===== src/rtl/prim_count_watch_pkg.sv =====
// Shared types for prim_count_watch: sparse FSM encoding and hit counter width.
// Optional hit counter is enabled by defining PRIM_COUNT_WATCH_HIT_CNT_EN.
package prim_count_watch_pkg;

  localparam int HitCntW = 8;

  // Every pair of codes differs in 4 bits, so any single or double flip lands on an illegal code.
  typedef enum logic [5:0] {
    StIdle  = 6'b101100,
    StArmed = 6'b010110,
    StHit   = 6'b110001,
    StError = 6'b001011
  } state_e;

  function automatic logic state_legal(input logic [5:0] code);
    logic ok;
    case (code)
      StIdle, StArmed, StHit, StError: ok = 1'b1;
      default:                         ok = 1'b0;
    endcase
    return ok;
  endfunction

endpackage


===== src/rtl/prim_count_watch_cnt.sv =====
// Hardened clear/increment counter: a primary up count paired with a down-counting
// complement; any divergence between the two is reported on err_o.
module prim_count_watch_cnt
  import prim_count_watch_pkg::*;
#(
  parameter int MaxVal = 2,
  parameter int CntW   = 2
) (
  input  logic            clk_i,
  input  logic            rst_ni,
  input  logic            clr_i,
  input  logic            incr_i,
  output logic [CntW-1:0] cnt_o,
  output logic            err_o
);

  localparam logic [CntW-1:0] SatVal = CntW'(MaxVal);
  localparam logic [CntW-1:0] OneVal = CntW'(1);

  logic [CntW-1:0] cnt_r;
  logic [CntW-1:0] cnt_inv_r;

  function automatic logic pair_bad(input logic [CntW-1:0] a, input logic [CntW-1:0] b);
    return ({1'b0, a} + {1'b0, b}) != {1'b0, {CntW{1'b1}}};
  endfunction

  // Primary/complement counter pair; clear wins over increment, increment saturates.
  always_ff @(posedge clk_i or negedge rst_ni) begin
    if (!rst_ni) begin
      cnt_r     <= {CntW{1'b0}};
      cnt_inv_r <= {CntW{1'b1}};
    end else if (clr_i) begin
      cnt_r     <= {CntW{1'b0}};
      cnt_inv_r <= {CntW{1'b1}};
    end else if (incr_i && (cnt_r != SatVal)) begin
      cnt_r     <= cnt_r + OneVal;
      cnt_inv_r <= cnt_inv_r - OneVal;
    end else begin
      cnt_r     <= cnt_r;
      cnt_inv_r <= cnt_inv_r;
    end
  end

  assign cnt_o = cnt_r;
  assign err_o = pair_bad(cnt_r, cnt_inv_r);

endmodule


===== src/rtl/prim_count_watch.sv =====
// Checks a primary/reverse counter pair and raises hit_o after ConsecHits matching cycles.
// Define PRIM_COUNT_WATCH_HIT_CNT_EN to build the saturating hit_cnt_o counter.
module prim_count_watch
  import prim_count_watch_pkg::*;
#(
  parameter int Width      = 8,
  parameter bit DownCmp    = 1'b0,
  parameter int ConsecHits = 2
) (
  input  logic               clk_i,
  input  logic               rst_ni,
  input  logic [Width-1:0]   cnt_i,
  input  logic [Width-1:0]   cnt_inv_i,
  input  logic               cnt_err_i,
  input  logic               arm_i,
  input  logic               disarm_i,
  input  logic [Width-1:0]   threshold_i,
  input  logic               ack_i,
  output logic               armed_o,
  output logic               hit_o,
  output logic               err_o,
  output logic [HitCntW-1:0] hit_cnt_o
);

  localparam int              CntW    = $clog2(ConsecHits + 1);
  localparam logic [CntW-1:0] LastHit = CntW'(ConsecHits - 1);

  state_e            state_r;
  state_e            state_next_s;
  logic [Width-1:0]  thr_r;
  logic              thr_load_s;
  logic              cnt_clr_s;
  logic              cnt_incr_s;
  logic [CntW-1:0]   cnt_val_s;
  logic              cnt_err_s;
  logic              mismatch_s;
  logic              match_s;
  logic              err_set_s;
  logic              armed_s;
  logic              hit_s;
  logic              err_s;
  logic              armed_r;
  logic              hit_r;
  logic              err_r;

  function automatic logic sum_bad(input logic [Width-1:0] a, input logic [Width-1:0] b);
    return ({1'b0, a} + {1'b0, b}) != {1'b0, {Width{1'b1}}};
  endfunction

  assign mismatch_s = sum_bad(cnt_i, cnt_inv_i);
  assign match_s    = DownCmp ? (cnt_i <= thr_r) : (cnt_i >= thr_r);
  assign err_set_s  = mismatch_s | cnt_err_i | cnt_err_s | ~state_legal(state_r);

  prim_count_watch_cnt #(
    .MaxVal (ConsecHits),
    .CntW   (CntW)
  ) u_match_cnt (
    .clk_i  (clk_i),
    .rst_ni (rst_ni),
    .clr_i  (cnt_clr_s),
    .incr_i (cnt_incr_s),
    .cnt_o  (cnt_val_s),
    .err_o  (cnt_err_s)
  );

  // State register.
  always_ff @(posedge clk_i or negedge rst_ni) begin
    if (!rst_ni) begin
      state_r <= StIdle;
    end else begin
      state_r <= state_next_s;
    end
  end

  // Next-state and match-counter control; an error overrides every other transition.
  always_comb begin
    state_next_s = state_r;
    thr_load_s   = 1'b0;
    cnt_clr_s    = 1'b0;
    cnt_incr_s   = 1'b0;
    if (err_set_s) begin
      state_next_s = StError;
    end else begin
      case (state_r)
        StIdle: begin
          if (arm_i && !disarm_i) begin
            state_next_s = StArmed;
            thr_load_s   = 1'b1;
            cnt_clr_s    = 1'b1;
          end else begin
            state_next_s = StIdle;
          end
        end
        StArmed: begin
          if (disarm_i) begin
            state_next_s = StIdle;
            cnt_clr_s    = 1'b1;
          end else if (arm_i) begin
            thr_load_s = 1'b1;
            cnt_clr_s  = 1'b1;
          end else if (match_s) begin
            cnt_incr_s = 1'b1;
            if (cnt_val_s == LastHit) begin
              state_next_s = StHit;
            end else begin
              state_next_s = StArmed;
            end
          end else begin
            cnt_clr_s = 1'b1;
          end
        end
        StHit: begin
          if (ack_i) begin
            state_next_s = StIdle;
          end else begin
            state_next_s = StHit;
          end
        end
        StError: state_next_s = StError;
        default: state_next_s = StError;
      endcase
    end
  end

  // Output decode from the upcoming state so the registered outputs track the state flop.
  always_comb begin
    armed_s = 1'b0;
    hit_s   = 1'b0;
    err_s   = 1'b0;
    case (state_next_s)
      StArmed: armed_s = 1'b1;
      StHit:   hit_s   = 1'b1;
      StError: err_s   = 1'b1;
      default: begin
        armed_s = 1'b0;
        hit_s   = 1'b0;
        err_s   = 1'b0;
      end
    endcase
  end

  // Output registers.
  always_ff @(posedge clk_i or negedge rst_ni) begin
    if (!rst_ni) begin
      armed_r <= 1'b0;
      hit_r   <= 1'b0;
      err_r   <= 1'b0;
    end else begin
      armed_r <= armed_s;
      hit_r   <= hit_s;
      err_r   <= err_s;
    end
  end

  // Threshold capture on accepted arm.
  always_ff @(posedge clk_i or negedge rst_ni) begin
    if (!rst_ni) begin
      thr_r <= {Width{1'b0}};
    end else if (thr_load_s) begin
      thr_r <= threshold_i;
    end else begin
      thr_r <= thr_r;
    end
  end

  assign armed_o = armed_r;
  assign hit_o   = hit_r;
  assign err_o   = err_r;

`ifdef PRIM_COUNT_WATCH_HIT_CNT_EN
  logic [HitCntW-1:0] hit_cnt_r;

  // Armed->Hit transition counter; Error has no transitions so it freezes there.
  always_ff @(posedge clk_i or negedge rst_ni) begin
    if (!rst_ni) begin
      hit_cnt_r <= {HitCntW{1'b0}};
    end else if ((state_r == StArmed) && (state_next_s == StHit) &&
                 (hit_cnt_r != {HitCntW{1'b1}})) begin
      hit_cnt_r <= hit_cnt_r + HitCntW'(1);
    end else begin
      hit_cnt_r <= hit_cnt_r;
    end
  end

  assign hit_cnt_o = hit_cnt_r;
`else
  assign hit_cnt_o = {HitCntW{1'b0}};
`endif

endmodule


===== config.mk =====
export PLATFORM = sky130hd
export DESIGN_NAME = prim_count_watch
export DESIGN_NICKNAME = d
export VERILOG_FILES = /design/src/rtl/prim_count_watch_pkg.sv /design/src/rtl/prim_count_watch_cnt.sv /design/src/rtl/prim_count_watch.sv
export SDC_FILE = /design/constraint.sdc
export NUM_CORES = 1
export LEC_CHECK = 0
export BUFFER_PORTS_ARGS = -buffer_cell sky130_fd_sc_hd__clkbuf_2
export CAP_MARGIN = 20
export CORE_MARGIN = 2
export CORE_UTILIZATION = 54
export CTS_CLUSTER_SIZE = 30
export DETAILED_ROUTE_END_ITERATION = 10
export PLACE_DENSITY = 0.8
export SETUP_SLACK_MARGIN = 0.2
export SLEW_MARGIN = 20
export SYNTH_ARGS = -nofsm -noshare
export SYNTH_HDL_FRONTEND = slang
export SYNTH_SLANG_ARGS = --single-unit

===== constraint.sdc =====
create_clock -name clk_i -period 3.2 [get_ports clk_i]
set_clock_uncertainty 0.05 [all_clocks]
set_input_delay 0.32 -clock clk_i [delete_from_list [all_inputs] [get_ports clk_i]]
set_output_delay 0.32 -clock clk_i [all_outputs]
set_load 0.05 [all_outputs]

==> results.cfg, run 1 <==
[clocking]
clock_sinks = 21
root_buffer = clkbuf_4
cts_tree = built
cts-buffers-inserted = 3
clk-insertion-delay-late_ns = 0.31
cts_max_path_buffers = 2
cts.clk_slew.worst_paths_ns = 0.12
cts.htree.levels = 1

[synthesis]
syn-mean-instance-area_um2 = 9.92
syn_area_mm2 = 0.00173
synth_top_area_cell = dfrtp_1
synth_edf_count = 0
synth_warnings = 0
seq_area_frac_synth = 0.308
ys_top_cells_by_area = dfrtp_1, ha_1, dfstp_2
synthTopCellsByCount = ha_1, inv_1, dfrtp_1
synth-main-ff-cell = dfrtp_1
netlist.area_leader.share = 0.232
synth_cell_types = 54
synthArstFlopShare = 1.00
ys_ff_latch = 21
syn-instance-count = 174

[global_routing]
use_met1 = 0.267
grt_util_met3 = 0.0128
grt.met2_usage = 0.326
grt_max_degree = 22
antenna_found_initial = 0
grt_usage = 0.194
grt_pass1_vias = 1287
grt.busiest_layer = met2
grt_pass1_wl_um = 5410
grt_overflow_total = 0

[layout]
diodes = 0
syn_to_final_growth_pct = 13.9
fillerInstances = 267
layout.nets = 263
layoutNonFillerInstCount = 255
drive_gt1_frac = 0.322

[die]
die_y_um = 60.5
start_util = 0.565
rows = 20
die_area_mm2 = 0.00366
pin_count = 41
die_x_um = 60.5
coreArea_mm2 = 0.00305

[timing]
rsz0062_at_grt = false
finalWorstSetupSlack_ns = 0.322
fin_crit_sh = 0.900
finalHoldViolCount = 0
slew_viol_final = 0
fmax_mhz = 347
worst_pin_slew_ns = 0.511
tns_ns = 0
setup_viol = 0
slew_headroom = 0.659
fin_crit_ns = 2.88

[routing]
drc = 0
num_vias = 1346
drt_iter0_drc = 85
ant_nets = 0
vias_per_cell = 5.28
post_drt_wl_per_cell_um = 12.6
drt_first_pass_iters = 4
drt_wl_total_um = 3210

[worst_setup_path]
cp-end-kind = flip-flop
crit_arrival_ns = 3.03
crit_type = flip-flop to flip-flop
crit_path_start_kind = flip-flop
cp.required_ns = 3.35
critPathMaxFanout = 8

[power_and_ir_drop]
swShare = 0.315
vdd_drop_max_v = 0.000263
combPwrFrac = 0.274
intPower_mw = 0.371
clock_power_share = 0.235
leakage_nw = 0.941
p_sw_mw = 0.170
powerDensity_mw_per_mm2 = 275
finalPower_mw = 0.541
power_frac_seq = 0.491

[hold_path]
hp-class = input pin to flip-flop

[place]
port_buffers = 32
dpl_worst_slack_ns = 0.281
dpl.hpwl_um = 2610
place_congestion = 0.841
placed_cells = 248

[run_status]
status = completed

[job]
cap_violations = 0
-- routing by layer --
| metal | part of all wire | vias up |
|---|---|---|
| li1 | - | 684 |
| met1 | 0.48 | 628 |
| met2 | 0.48 | 28 |
| met3 | 0.029 | 6 |
| met4 | 0.016 | 0 |
| met5 | 0 | - |
-- power by group through the flow --
stage | clock network, mW | logic [mW] | registers (mW)
floorplan | 0 | 0.109 | 0.271
global placement | 0 | 0.143 | 0.270
detailed placement | 0 | 0.144 | 0.270
CTS | 0.133 | 0.146 | 0.266
global route | 0.144 | 0.166 | 0.266
finish | 0.127 | 0.148 | 0.266
-- metrics by stage --
stage	cell area (um2)	util	hold WS, ns
finish	1960	0.643	0.191
global route	1960	0.643	0.180
CTS	1940	0.636	0.181
detailed placement	1900	0.623	0.267
global placement	1900	0.623	0.264
floorplan	1750	-	-0.0256
-- sequential cells by signal, summed over array words and instances, names as in the netlist --
signal                 flops
u_match_cnt.cnt_o          2
armed_o                    1
state_r                    6
hit_o                      1
err_o                      1
thr_r                      8
u_match_cnt.cnt_inv_r      2
-- worst paths after layout --
check,slack (ns),cells after the start,end,startpoint
max in group asynchronous,2.29,2,u_match_cnt.cnt_inv_r[1],rst_ni
worst min register to register,0.46,1,thr_r[1],thr_r[1]
worst max-delay path,0.32,9,thr_r[4],u_match_cnt.cnt_inv_r[0]
worst min-delay path,0.19,2,thr_r[2],threshold_i[2]
worst max register to register,0.32,9,thr_r[4],u_match_cnt.cnt_inv_r[0]
min in group asynchronous,0.45,2,u_match_cnt.cnt_o[1],rst_ni
-- worst max-delay path: stages, from the launching register on --
cell and delay, ns:
dfstp_2 0.56, ha_1 0.14, inv_1 0.05, fa_1 0.42
nor4bb_1 0.27, nand4_1 0.16, a211o_2 0.32, nor4b_4 0.30
nand3_4 0.18, mux2_2 0.31
-- layout make-up --
cell class	count	area (um2)	area share
flip-flops and latches	21	532	0.271
clock inverters	1	5.00	0.00255
clock buffers	3	22.5	0.0115
multi-input cells	132	1090	0.557
well taps	44	55.1	0.0280
repair buffers	35	185	0.0943
inverters	19	71.3	0.0363
-- cells by family after synthesis --
kind of cell | Yosys count | synth area share
and+or+nand+nor | 52 | 0.201
muxes | 11 | 0.0703
buffers and inverters | 28 | 0.0783
adders and majority gates | 21 | 0.161
xor gates and xnor gates | 4 | 0.0203
DFF | 21 | 0.308
other | 1 | 0.00217
AOI/OAI and AO/OA | 36 | 0.159
-- cells in the final DEF (no fill, tap or decap), types with 4 or more instances in the layout --
cell type and n:
nor2b_1 4, mux2_2 9, conb_1 8, a21o_1 5, a21oi_1 9, and4bb_2 4, dfstp_2 5, nand2b_1 4
nor2_1 11, nand2_1 7, inv_1 19, clkbuf_2 32, dfrtp_1 16, ha_1 19
-- what timing repair did --
item | 4_1_cts | 5_1_grt
hold buffers | 1 | 0
hold endpoints to repair | 16 | 0
endpoints found under the setup margin | 0 | 8
gates resized for setup | 0 | 1
setup buffers | 0 | 2
Note: power is estimated with default switching activity, not from simulation.
==> inputs of run 2 (changes only) <==
--- a/config.mk
+++ b/config.mk
@@ -5,13 +5,13 @@
 export SDC_FILE = /design/constraint.sdc
 export NUM_CORES = 1
 export LEC_CHECK = 0
-export BUFFER_PORTS_ARGS = -buffer_cell sky130_fd_sc_hd__clkbuf_2
 export CAP_MARGIN = 20
 export CORE_MARGIN = 2
-export CORE_UTILIZATION = 54
+export CORE_UTILIZATION = 55
 export CTS_CLUSTER_SIZE = 30
 export DETAILED_ROUTE_END_ITERATION = 10
-export PLACE_DENSITY = 0.8
+export DONT_BUFFER_PORTS = 1
+export PLACE_DENSITY = 0.7
 export SETUP_SLACK_MARGIN = 0.2
 export SLEW_MARGIN = 20
 export SYNTH_ARGS = -nofsm -noshare
==> run 2 against run 1 <==
  * Sequential cell count did not move
  * Register-to-register slack got worse by 0.03 ns
  * Largest power group unchanged
  * Clock power is 6% higher
  * Worst hold slack lost 0.087 ns
  * Critical path type unchanged
  * Setup slack got worse by 0.033 ns
  * Die area down 1.7%
  * Combinational power down 13%
  * Wire length rose by 1.6%
  * Final cell count shrank 13%
  * First-iteration DRC count down 22%
  * Count of clock-buffer cells in the layout unchanged
  * Global-route usage up 1.2 points
==> results.cfg, run 2 (synthesis results as in run 1) <==
[worst_setup_path]
path_buf_inv = 1
worstReg2RegEnd = thr_r[2]
crit_arrival_ns = 3.06
r2r-start = u_match_cnt.cnt_inv_r[0]
cp_cell_sequence = ha_4, inv_2, fa_1, nor4bb_1, nand4_1, a211o_2, nor4b_4, nand3_4, mux2_4
cp_slowest_cell = dfstp_2
cp_num_cells = 9
crit_type = flip-flop to flip-flop
crit_path_max_incr_delay_ns = 0.59
cp-end-kind = flip-flop
cp-endpoint = thr_r[2]
critPathMaxFanout = 8
crit_path_start_kind = flip-flop
startpoint = u_match_cnt.cnt_inv_r[0]
path_delay_family = simple AND/OR/NAND/NOR gates
rr_worst_depth = 9
r2r_slack_ns = 0.29
cp.required_ns = 3.35

[timing]
slew_viol_final = 0
slew_headroom = 0.362
fin_crit_sh = 0.910
rsz0062_at_grt = true
finalWorstSetupSlack_ns = 0.289
whs_ns = 0.104
setup_viol = 0
fmax_mhz = 343
fin_crit_ns = 2.91
worst_pin_slew_ns = 0.954
tns_ns = 0
finalHoldViolCount = 0

[power_and_ir_drop]
swShare = 0.322
combPwrFrac = 0.244
clock_power_share = 0.254
leakage_nw = 0.804
finalPower_mw = 0.529
powerDensity_mw_per_mm2 = 292
vdd_drop_max_v = 0.000184
intPower_mw = 0.359
power_frac_seq = 0.502
p_sw_mw = 0.170

[layout]
register_area_um2 = 532
top_regs = thr_r x8, state_r x6
fillerInstances = 264
largest_register_ffs = 8
layout.nets = 230
drive_gt1_frac = 0.208
layout_common_cells = inv_1, ha_1, dfrtp_1, nor2_1, a21oi_1
regMostFlops = thr_r
diodes = 0
syn_to_final_growth_pct = 5.08
multi_input_area_mm2 = 0.00111
layoutNonFillerInstCount = 222

[clocking]
cts-buffers-inserted = 3
cts_tree = built
clk-insertion-delay-late_ns = 0.32
cts.htree.levels = 1
clock_sinks = 21
root_buffer = clkbuf_4
cts.clk_slew.worst_paths_ns = 0.13
cts_max_path_buffers = 2

[die]
die_area_mm2 = 0.00360
pin_count = 41
die_y_um = 60.0
die_x_um = 60.0
start_util = 0.570
rows = 20
coreArea_mm2 = 0.00303

[global_routing]
grt_pass1_vias = 1231
grt_pass1_wl_um = 5580
grt_overflow_total = 0
antenna_found_initial = 0
grt_max_degree = 22
grt_usage = 0.207

[routing]
drt_first_pass_iters = 4
met2_length_um = 1570
drc = 0
routed-wl-met3_um = 134
vias_per_cell = 5.56
highest_layer = met4
drt_wl_total_um = 3270
wl_met1_um = 1520
ant_nets = 0
num_vias = 1234
drt_iter0_drc = 66
post_drt_wl_per_cell_um = 14.7

[place]
port_buffers = 0
dpl_worst_slack_ns = 0.255
dpl.hpwl_um = 2590
place_congestion = 0.844
placed_cells = 216

[run_status]
status = completed

[job]
cap_violations = 0

[hold_path]
hp-class = input pin to flip-flop
==> run 2: changes by cell type in the layout (fill, tap and decap cells not counted), sizes merged <==
cell,before,now
clkbuf,35,3
buf,2,1
==> run 2: area by class of cell <==
type                    instances  area share
clock inverters                 1     0.00276
clock buffers                   3      0.0124
repair buffers                  2     0.00966
flip-flops and latches         21       0.293
well taps                      44      0.0304
multi-input cells             132       0.612
inverters                      19      0.0393
==> run 2: worst min path at each step <==
| stage | to | from | cells after the start |
|---|---|---|---|
| floorplan | armed_o | rst_ni | 0 |
| global placement | thr_r[2] | rst_ni | 0 |
| detailed placement | thr_r[2] | rst_ni | 0 |
| CTS | thr_r[5] | threshold_i[5] | 1 |
| global route | thr_r[3] | threshold_i[3] | 1 |
| finish | thr_r[0] | threshold_i[0] | 1 |
==> run 2: power by group through the flow <==
stage               Combinational [mW]  Sequential (mW)  Clock (mW)
floorplan                        0.109            0.271           0
global placement                 0.115            0.271           0
detailed placement               0.118            0.271           0
CTS                              0.125            0.266       0.136
global route                     0.143            0.266       0.152
finish                           0.129            0.266       0.135
==> run 2: what timing repair did <==
action | 4_1_cts | 5_1_grt
endpoints found under the hold margin | 21 | 0
hold buffers | 1 | 0
endpoints found under the setup margin | 0 | 8
gates resized for setup | 0 | 5
buffers inserted | 0 | 1
==> run 2: worst reg2reg max path, stage by stage (launching register included) <==
cell and delay, ns:
dfstp_2 0.59, ha_4 0.14, inv_2 0.03, fa_1 0.43, nor4bb_1 0.29, nand4_1 0.16, a211o_2 0.31, nor4b_4 0.28
nand3_4 0.18, mux2_4 0.33
==> run 2: per-stage QoR <==
step / cell area, um2 / utilization
6_report: 1810 / 0.599
5_1_grt: 1810 / 0.599
4_1_cts: 1780 / 0.588
3_5_place_dp: 1740 / 0.576
3_3_place_gp: 1740 / 0.576
2_1_floorplan: 1750 / -
==> run 2: metal layers <==
metal  up-vias  global-route usage
met4         0              0.0667
met2        38               0.346
met3         5              0.0195
li1        618                   -
met5         -                   0
met1       573               0.280
